===== src/rtl/div_pkg.sv =====
// Shared types and constants for the sequential divider.
// Holds the FSM state enum and the default operand width.
package div_pkg;

  localparam int DIV_N = 8;

  typedef enum logic [1:0] {
    IDLE = 2'd0,
    RUN  = 2'd1,
    DONE = 2'd2
  } state_e;

endpackage


===== src/rtl/div_step.sv =====
// One restoring-division iteration: shift, compare, subtract.
// rem_i/rem_o: partial remainder (N+1b); bit_i: next dividend bit;
// div_i: divisor (N b); q_o: quotient bit produced this step.
module div_step
  import div_pkg::*;
#(
  parameter int N = DIV_N
) (
  input  logic [N:0]   rem_i,
  input  logic         bit_i,
  input  logic [N-1:0] div_i,
  output logic [N:0]   rem_o,
  output logic         q_o
);

  logic [N+1:0] sh;
  logic [N:0]   diff;

  always_comb begin
    sh    = {rem_i, bit_i};
    q_o   = (sh >= {2'b00, div_i});
    // Only used when sh >= div_i, so the top bit is always zero then.
    diff  = sh[N:0] - {1'b0, div_i};
    rem_o = q_o ? diff : sh[N:0];
  end

endmodule


===== src/rtl/seq_divider.sv =====
// Sequential unsigned divider, 2N-bit dividend / N-bit divisor.
// Ports: clk, rst (sync, active-high), ea/eb load enables,
// data_a (2N), data_b (N), start; q_out, r_out, busy, done, ovf.
// Macro DIV_OVF_CHECK_EN: detect overflow at start, finish at once.
module seq_divider
  import div_pkg::*;
#(
  parameter int N = DIV_N
) (
  input  logic           clk,
  input  logic           rst,
  input  logic           ea,
  input  logic           eb,
  input  logic [2*N-1:0] data_a,
  input  logic [N-1:0]   data_b,
  input  logic           start,
  output logic [N-1:0]   q_out,
  output logic [N-1:0]   r_out,
  output logic           busy,
  output logic           done,
  output logic           ovf
);

  localparam int CW = $clog2(N) + 1;

  state_e         state_q, state_d;
  logic [2*N-1:0] reg_a_q, reg_a_d;
  logic [N-1:0]   reg_b_q, reg_b_d;
  logic [N:0]     rem_q, rem_d;
  logic [N-1:0]   lo_q, lo_d;
  logic [CW-1:0]  cnt_q, cnt_d;
  logic [N-1:0]   q_q, q_d;
  logic [N-1:0]   r_q, r_d;
  logic           ovf_q, ovf_d;

  logic [N:0]     step_rem;
  logic           step_q;
  logic [N:0]     lo_sh;
  logic           big;

`ifdef DIV_OVF_CHECK_EN
  assign big = (reg_a_q[2*N-1:N] >= reg_b_q);
`else
  assign big = 1'b0;
`endif

  // lo_q shifts dividend bits out at the top and quotient bits in
  // at the bottom, so it holds the quotient after N steps.
  div_step #(.N(N)) u_step (
    .rem_i (rem_q),
    .bit_i (lo_q[N-1]),
    .div_i (reg_b_q),
    .rem_o (step_rem),
    .q_o   (step_q)
  );

  assign lo_sh = {lo_q, step_q};

  always_comb begin
    state_d = state_q;
    reg_a_d = reg_a_q;
    reg_b_d = reg_b_q;
    rem_d   = rem_q;
    lo_d    = lo_q;
    cnt_d   = cnt_q;
    q_d     = q_q;
    r_d     = r_q;
    ovf_d   = ovf_q;
    unique case (state_q)
      IDLE, DONE: begin
        if (ea) reg_a_d = data_a;
        if (eb) reg_b_d = data_b;
        // Operands come from the registers before this edge's load.
        if (start) begin
          if (big) begin
            state_d = DONE;
            q_d     = '1;
            r_d     = '0;
            ovf_d   = 1'b1;
          end else begin
            state_d = RUN;
            rem_d   = {1'b0, reg_a_q[2*N-1:N]};
            lo_d    = reg_a_q[N-1:0];
            cnt_d   = '0;
          end
        end else begin
          state_d = IDLE;
        end
      end
      RUN: begin
        rem_d = step_rem;
        lo_d  = lo_sh[N-1:0];
        cnt_d = cnt_q + 1'b1;
        if (cnt_q == CW'(N - 1)) begin
          state_d = DONE;
          q_d     = lo_sh[N-1:0];
          r_d     = step_rem[N-1:0];
          ovf_d   = 1'b0;
        end
      end
      default: state_d = IDLE;
    endcase
  end

  always_ff @(posedge clk) begin
    if (rst) begin
      state_q <= IDLE;
      reg_a_q <= '0;
      reg_b_q <= '0;
      rem_q   <= '0;
      lo_q    <= '0;
      cnt_q   <= '0;
      q_q     <= '0;
      r_q     <= '0;
      ovf_q   <= 1'b0;
    end else begin
      state_q <= state_d;
      reg_a_q <= reg_a_d;
      reg_b_q <= reg_b_d;
      rem_q   <= rem_d;
      lo_q    <= lo_d;
      cnt_q   <= cnt_d;
      q_q     <= q_d;
      r_q     <= r_d;
      ovf_q   <= ovf_d;
    end
  end

  assign q_out = q_q;
  assign r_out = r_q;
  assign ovf   = ovf_q;
  assign busy  = (state_q == RUN);
  assign done  = (state_q == DONE);

endmodule


===== config.mk =====
export PLATFORM = sky130hd
export DESIGN_NAME = seq_divider
export DESIGN_NICKNAME = d
export VERILOG_FILES = /design/src/rtl/div_pkg.sv /design/src/rtl/div_step.sv /design/src/rtl/seq_divider.sv
export SDC_FILE = /design/constraint.sdc
export NUM_CORES = 1
export LEC_CHECK = 0
export ABC_AREA = 1
export CORE_ASPECT_RATIO = 0.75
export CORE_UTILIZATION = 42
export CTS_CLUSTER_SIZE = 16
export DETAILED_ROUTE_END_ITERATION = 6
export PLACE_DENSITY_LB_ADDON = 0.05
export SLEW_MARGIN = 20
export SYNTH_ARGS = -nofsm -noshare
export SYNTH_HDL_FRONTEND = slang
export SYNTH_SLANG_ARGS = --single-unit

===== constraint.sdc =====
create_clock -name clk -period 2.3 [get_ports clk]
set_clock_uncertainty 0.2 [all_clocks]
set_input_delay 0.69 -clock clk [delete_from_list [all_inputs] [get_ports clk]]
set_output_delay 0.69 -clock clk [all_outputs]
set_load 0.02 [all_outputs]

=== Word-level counts from Yosys, hierarchy flattened ===
Cells that the tools add are included.

* Register bits after elaboration: 63
* Input bits: 29
* Word-level logic and storage cells: 33

* $add $sub $neg: 2
* Order comparisons: 1
* Equality and inequality tests: 5
* Multiplexer cells: 10
* Reduce and logical (&&, ||, !) cells: 7

{| class="wikitable"
|+ Operators by type and width
! kind !! number
|-
| 9-bit two-way mux || 2
|-
| 9-bit one-hot mux with 2 select lines || 1
|-
| 8-bit one-hot mux with 2 select lines || 1
|-
| 10-bit by 8-bit >= comparator with 1-bit output || 1
|-
| 9-bit by 8-bit subtractor with 9-bit output || 1
|-
| 8-bit two-way mux || 1
|-
| 4-bit one-hot mux with 2 select lines || 1
|-
| 2-bit AND reduction || 4
|-
| 4-bit by 1-bit adder with 4-bit output (second input constant) || 1
|-
| 4-bit by 3-bit equality test with 1-bit output (second input constant) || 1
|-
| 4-bit two-way mux || 1
|-
| 2-bit one-hot mux with 2 select lines || 1
|-
| 2-bit by 1-bit equality test with 1-bit output (second input constant) || 1
|-
| 2-bit equality test (second input constant) || 1
|-
| 2-bit zero test || 1
|-
| 2-bit two-way mux || 1
|-
| 2-bit by 1-bit inequality test with 1-bit output (second input constant) || 1
|-
| 2-bit inequality test (second input constant) || 1
|-
| 2-bit nonzero test || 1
|-
| 2-bit OR reduction || 1
|-
| 1-bit two-way mux || 1
|}

=== Longest topological paths before layout ===
Gate-level depths: netlist of run 1.

* Depth in word-level cells: 4
* Gate-level depth with buffers: 14
* Mapped depth without buffers: 14

=== Modules after synthesis ===
From an unflattened synthesis of run 1, not the netlist that was laid out.

* Cell total of the unflattened synthesis: 466
* Area total of the unflattened synthesis: 3264.4 sq um

{| class="wikitable"
|+ Modules (own cells, without submodules)
! module !! times used !! cells each !! area an instance (sq um)
|-
| seq_divider || 1 || 347 || 2598.7
|-
| div_step || 1 || 119 || 665.6
|}

=== Worst setup path after synthesis of run 1 ===
Ideal clock, no wire load.

* Path type: reg2reg
* Start point: register lo_q[7]
* End point: register r_q[6] (netlist: r_out[6])
* Data arrival time: 1.689 ns
* Required time: 1.985 ns
* Slack: 0.296 ns
* Cell stages (with the launch flop): 13
* Path buffers: 0
* Period minus slack after synthesis: 2.004 ns
* Cell sequence: dfxtp_1 > inv_1 > ha_1 > inv_1 > fa_1 > nand3_1 > nand3_2 > nand2_2 > nand3_2 > nand2_1 > nand2_1 > o21ai_0 > inv_1

* Word-level cells in the longest chain between the ends: 2

{| class="wikitable"
|+ Ends and longest elaborated chain
! what !! RTL line !! text
|-
| start: declaration || seq_divider.sv:30 || <nowiki>logic [N-1:0] lo_q, lo_d;</nowiki>
|-
| start signal: assignment || seq_divider.sv:121 || <nowiki>lo_q <= lo_d;</nowiki>
|-
| 9-bit by 8-bit subtractor with 9-bit output / 10-bit by 8-bit >= comparator with 1-bit output (equally long branches) || div_step.sv:23, div_step.sv:21 ||
|-
| 9-bit two-way mux * || div_step.sv:24 || <nowiki>rem_o = q_o ? diff : sh[N:0];</nowiki>
|-
| end signal: assignment || seq_divider.sv:124 || <nowiki>r_q <= r_d;</nowiki>
|-
| end: declaration || seq_divider.sv:33 || <nowiki>logic [N-1:0] r_q, r_d;</nowiki>
|}

Mark *: on every way between the ends. The rest lies on a longest branch, timed or not.
A chain may end at the register's enable or synchronous reset.

=== Worst setup path in the final report of run 1 ===
* Start point: register r_q[0] (netlist: r_out[0])
* End point: output port r_out[0]

{| class="wikitable"
|+ RTL lines
! what !! RTL line !! text
|-
| end: declaration || seq_divider.sv:18 || <nowiki>output logic [N-1:0] r_out,</nowiki>
|}

No word-level cell between the ends.

==> results of run 1 <==
where the power goes:
part	total [mW]	switching [mW]	internal (mW)
clock	1.06	0.422	0.640
combinational	1.27	0.784	0.483
sequential	1.23	0.0551	1.18
total	3.56	1.26	2.30
layer usage:
layer	wire length, µm	vias up	GRT usage [%]
li1	-	1461	-
met4	78	0	6.44
met3	470	7	4.95
met5	0	-	0
met2	2830	76	29.2
met1	3890	1183	30.7
worst register-to-register path, delay by kind of cell (launching register included):
family                   cells  cell delay (ps)
AND/OR/NAND/NOR              7              710
flip-flops                   1              320
adder cells (fa/ha/maj)      2              490
AO/OA/AOI/OAI                1               70
buffers and inverters        3              270
per-stage QoR:
| stage | hold WS [ps] | power, mW |
|---|---|---|
| 6_report | 255 | 3.56 |
| 5_1_grt | 283 | 3.81 |
| 4_1_cts | 259 | 3.48 |
| 3_5_place_dp | 249 | 2.41 |
| 3_3_place_gp | 240 | 2.40 |
| 2_1_floorplan | 225 | 2.12 |
flip-flops by register name, indices dropped and copies added, names as in the netlist:
register,count
cnt_q,4
lo_q,8
q_out,8
r_out,8
reg_a_q,16
reg_b_q,8
rem_q,9
state_q,2
worst max-delay path by stage:
stage,endpoint,from,cells past startpoint
global placement,r_out[1],rst,6
floorplan,r_out[6],lo_q[7],12
detailed placement,rem_q[3],lo_q[7],12
finish,r_out[0],r_out[0],1
CTS,r_out[0],r_out[0],1
global route,rem_q[2],lo_q[7],13
layout make-up:
type,instances,area [µm²],area share (%)
multi-input cells,280,1460,37.7
flip-flops and latches,63,1260,32.6
repair buffers,59,559,14.4
inverters,65,244,6.30
clock buffers,11,141,3.65
well taps,98,123,3.17
clock inverters,5,81.3,2.10
cells in the mapped netlist, drive strengths merged:
library cell  instances  area share (%)
nand2               107              14
xor2                  3            0.86
buf                   9             2.2
a31oi                 7             1.4
dfxtp                63              41
o22ai                 5             1.0
inv                  63             7.8
clkbuf                7            0.86
a21oi                33             5.9
a221oi                1            0.29
o21ai                38             6.4
nor2                 40             6.1
nor3                  1            0.33
ha                    9             3.7
a211oi                2            0.49
nand3                29             5.1
conb                  1            0.12
nand4                 2            0.41
or2                   1            0.21
clkinv                2            0.25
fa                    1            0.66
logic make-up (layout without fill, tap and decap cells):
family / Yosys count / in the layout / synth area share, %
xor+xnor: 3 / 3 / 0.865
buf+inv: 81 / 140 / 11.1
fa+ha+maj: 10 / 10 / 4.36
flops: 63 / 63 / 41.5
other cells: 1 / 1 / 0.123
simple gates: 180 / 180 / 26.5
compound gates: 86 / 86 / 15.6
what timing repair did:
item | 4_1_cts | 5_1_grt
gates resized for setup | 3 | 9
setup buffers | 0 | 2
pin swaps | 0 | 3
setup endpoints to repair | 2 | 10
==> out/results.ini, run 1 <==
[layout]
final_common_cell = nand2_1
final_cells = 581
nFillCells = 697
insertedDiodeCount = 0
syn_to_final_growth_pct = 27.4
fin_util_pct = 56.2
nets = 517
drive_gt1_share_pct = 11.4
stdcell_area_mm2 = 0.00387
final_cell_mix = 99 x nand2_1, 62 x dfxtp_1, 56 x inv_1

[worst_setup_path]
path_buf_inv = 1
r2r_end = rem_q[2]
crit_slowest_cell = clkdlybuf4s50_1
cp.required_ps = 1410
critPathLaunchType = flip-flop
r2r_start = lo_q[7]
end_kind = output pin
rr_worst_depth = 13
crit_family = buffers and inverters
r2r_setup_slack_ps = 120
crit_chain = clkdlybuf4s50_1
crit_type = flip-flop to output pin
crit_arrival_ps = 1340
slowest_delay_ps = 630
cp_max_fo = 2

[die]
num_rows = 26
die_area_mm2 = 0.00758
die-height_um = 75.7
start_util_pct = 44.1
die_w_um = 100
core_mm2 = 0.00690
num_io_pins = 48

[sta]
fin_crit_ps = 2230
fin_setup_tns_ps = 0
setup_slack_ps = 71.2
slew_violations = 0
fmax_mhz = 449
hold_viol = 0
period_share_pct = 96.9
setup_viol = 0

[synthesis]
synth_area_mm2 = 0.00304
synth_cells = 424
ys_types = 33
yosys_warnings = 0
avgSynthCellArea_um2 = 7.17
ys_seq_elements = 63
syn_nets = 463
ys_seq_area_share_pct = 41.5

[routing]
viasPerCell = 4.69
wl_um = 7270
vias = 2727
drc_errors = 0
wl_per_cell_um = 12.5
drtPass1Iterations = 4
ant_nets = 0
drt_iter0_drc = 180

[min_path]
min_to = reg_a_q[13]
hp-class = flip-flop to flip-flop
holdCritStartpoint = reg_a_q[13]
whs_path_depth = 2

[placed_design]
io_buffers = 46
place_hpwl_um = 5470
routabilityCongestion = 0.814
pre_cts_ws_ps = 89.9
place_area_mm2 = 0.00361
dpl.cell_count = 563

[grt]
grt_usage_pct = 20.6
grt_overflow_total = 0
grt_max_degree = 36
antenna_found_initial = 0
grt_pass1_vias = 2434
grt_pass1_wl_um = 11800

[clock_network]
clk_latency_ps = 340
cts_hold_buffers = 0
clk_pin_slew_ps = 70
numCtsBuffers = 9
cts_sinks = 63
cts_buffer_depth = 2
root_buffer = clkbuf_8
htree_levels = 3
cts_tree = yes

[pwr]
power.density_mw_per_mm2 = 919
p_leak_nw = 1.71
vdd_drop_max_mv = 0.371

[job]
cap_violations = 0

[status]
status = complete, no violations

Power figures use the tool's default switching activity.
==> run 2: changes to the inputs <==
--- a/config.mk
+++ b/config.mk
@@ -7,11 +7,11 @@
 export LEC_CHECK = 0
 export ABC_AREA = 1
 export CORE_ASPECT_RATIO = 0.75
+export CORE_MARGIN = 1.5
 export CORE_UTILIZATION = 42
 export CTS_CLUSTER_SIZE = 16
 export DETAILED_ROUTE_END_ITERATION = 6
 export PLACE_DENSITY_LB_ADDON = 0.05
-export SLEW_MARGIN = 20
 export SYNTH_ARGS = -nofsm -noshare
 export SYNTH_HDL_FRONTEND = slang
 export SYNTH_SLANG_ARGS = --single-unit
==> out/results.ini, run 2 (synthesized netlist as in run 1, its figures left out) <==
[grt]
grt_overflow_total = 0
grt_pass1_vias = 2576
antenna_found_initial = 0
grt_pass1_wl_um = 12500
grt_max_degree = 37
grt_usage_pct = 21.0

[min_path]
holdCritStartpoint = reg_a_q[11]
whs_path_depth = 2
hp-class = flip-flop to flip-flop
min_to = reg_a_q[11]

[routing]
drt_iter0_drc = 202
wl_um = 7380
drtPass1Iterations = 4
wl_per_cell_um = 12.7
drc_errors = 0
viasPerCell = 4.80
vias = 2786
ant_nets = 0

[layout]
final_cells = 580
regMostFlops = reg_a_q
nFillCells = 726
final_cell_mix = 97 x nand2_1, 62 x dfxtp_1, 56 x inv_1
nets = 516
syn_to_final_growth_pct = 26.1
top_regs = reg_a_q (16), rem_q (9)
insertedDiodeCount = 0
largest_register_ffs = 16
final_common_cell = nand2_1
fin_util_pct = 55.6
drive_gt1_share_pct = 11.2
stdcell_area_mm2 = 0.00383

[sta]
fin_setup_tns_ps = 0
setup_viol = 0
hold_viol = 0
period_share_pct = 97.1
slew_violations = 0
fmax_mhz = 448
fin_crit_ps = 2230

[placed_design]
routabilityCongestion = 0.818
dpl.cell_count = 562
io_buffers = 46
place_hpwl_um = 5570
place_area_mm2 = 0.00360

[clock_network]
cts_hold_buffers = 0
htree_levels = 3
cts_sinks = 63
numCtsBuffers = 9
cts_buffer_depth = 2
clk_pin_slew_ps = 70
cts_tree = yes
root_buffer = clkbuf_8
clk_latency_ps = 330

[worst_setup_path]
crit_type = flip-flop to output pin
r2r_start = lo_q[7]
crit_arrival_ps = 1340
cp_max_fo = 2
r2r_end = rem_q[6]
critPathLaunchType = flip-flop
slowest_delay_ps = 630
r2r_setup_slack_ps = 120
cp.depth = 1
path_buf_inv = 1
rr_worst_depth = 14
crit_slowest_cell = clkdlybuf4s50_1
crit_chain = clkdlybuf4s50_1
crit_family = buffers and inverters
end_kind = output pin
crit_start = r_out[0]
cp.required_ps = 1410

[die]
die_w_um = 101
num_rows = 26
num_io_pins = 48
die_area_mm2 = 0.00776
start_util_pct = 44.1
die-height_um = 76.7
core_mm2 = 0.00690

[status]
status = complete, no violations

[pwr]
vdd_drop_max_mv = 0.307
switchingPower_mw = 1.24
p_leak_nw = 1.70
seq_power_share_pct = 35.9
p_comb_share_pct = 37.1
p_clk_share_pct = 27.0
p_int_mw = 2.18
power.density_mw_per_mm2 = 894
swShare_pct = 36.3

[job]
cap_violations = 0

## run 2: how the worst max path moves through the flow
stage,endpoint,slack (ps)
3_5_place_dp,rem_q[3],90
4_1_cts,r_out[0],60
3_3_place_gp,rem_q[3],90
5_1_grt,rem_q[6],-3
2_1_floorplan,r_out[6],300
6_report,r_out[0],70
## run 2: repair_timing
action / in CTS / in global routing
endpoints found under the setup margin: 2 / 8
setup buffers: 0 / 2
gates resized for setup: 2 / 10
pin swaps: 0 / 2
## run 2: cell type report
type | instances | area [µm²] | share of cell area [%]
Multi-Input combinational cell | 280 | 1460 | 38.1
Sequential cell | 63 | 1260 | 32.9
Timing Repair Buffer | 58 | 552 | 14.4
Inverter | 65 | 244 | 6.37
Clock buffer | 12 | 145 | 3.79
Tap cell | 98 | 123 | 3.20
Clock inverter | 4 | 45.0 | 1.18
## run 2: through the flow
| stage | hold WS [ps] | total power [mW] | setup slack [ps] |
|---|---|---|---|
| 2_1_floorplan | 225 | 2.12 | 296 |
| 3_3_place_gp | 244 | 2.41 | 88.6 |
| 3_5_place_dp | 254 | 2.41 | 86.0 |
| 4_1_cts | 260 | 3.35 | 55.2 |
| 5_1_grt | 285 | 3.68 | -3.02 |
| 6_report | 257 | 3.43 | 67.7 |
## run 2: metal layers
layer / global-route usage [%] / share of wire (%) / vias up
met1: 32.3 / 53 / 1238
met2: 28.8 / 40 / 86
met4: 6.25 / 0.28 / 0
li1: - / - / 1460
met5: 0 / 0 / -
met3: 4.56 / 7.0 / 2
## run 2: power groups by stage
stage                     clock network (mW)  registers (mW)  logic [mW]
after CTS                              0.954            1.23        1.16
after detailed placement                   0            1.26        1.16
after global placement                     0            1.25        1.15
after floorplan                            0            1.23       0.890
final                                  0.924            1.23        1.27
after global routing                    1.01            1.24        1.43
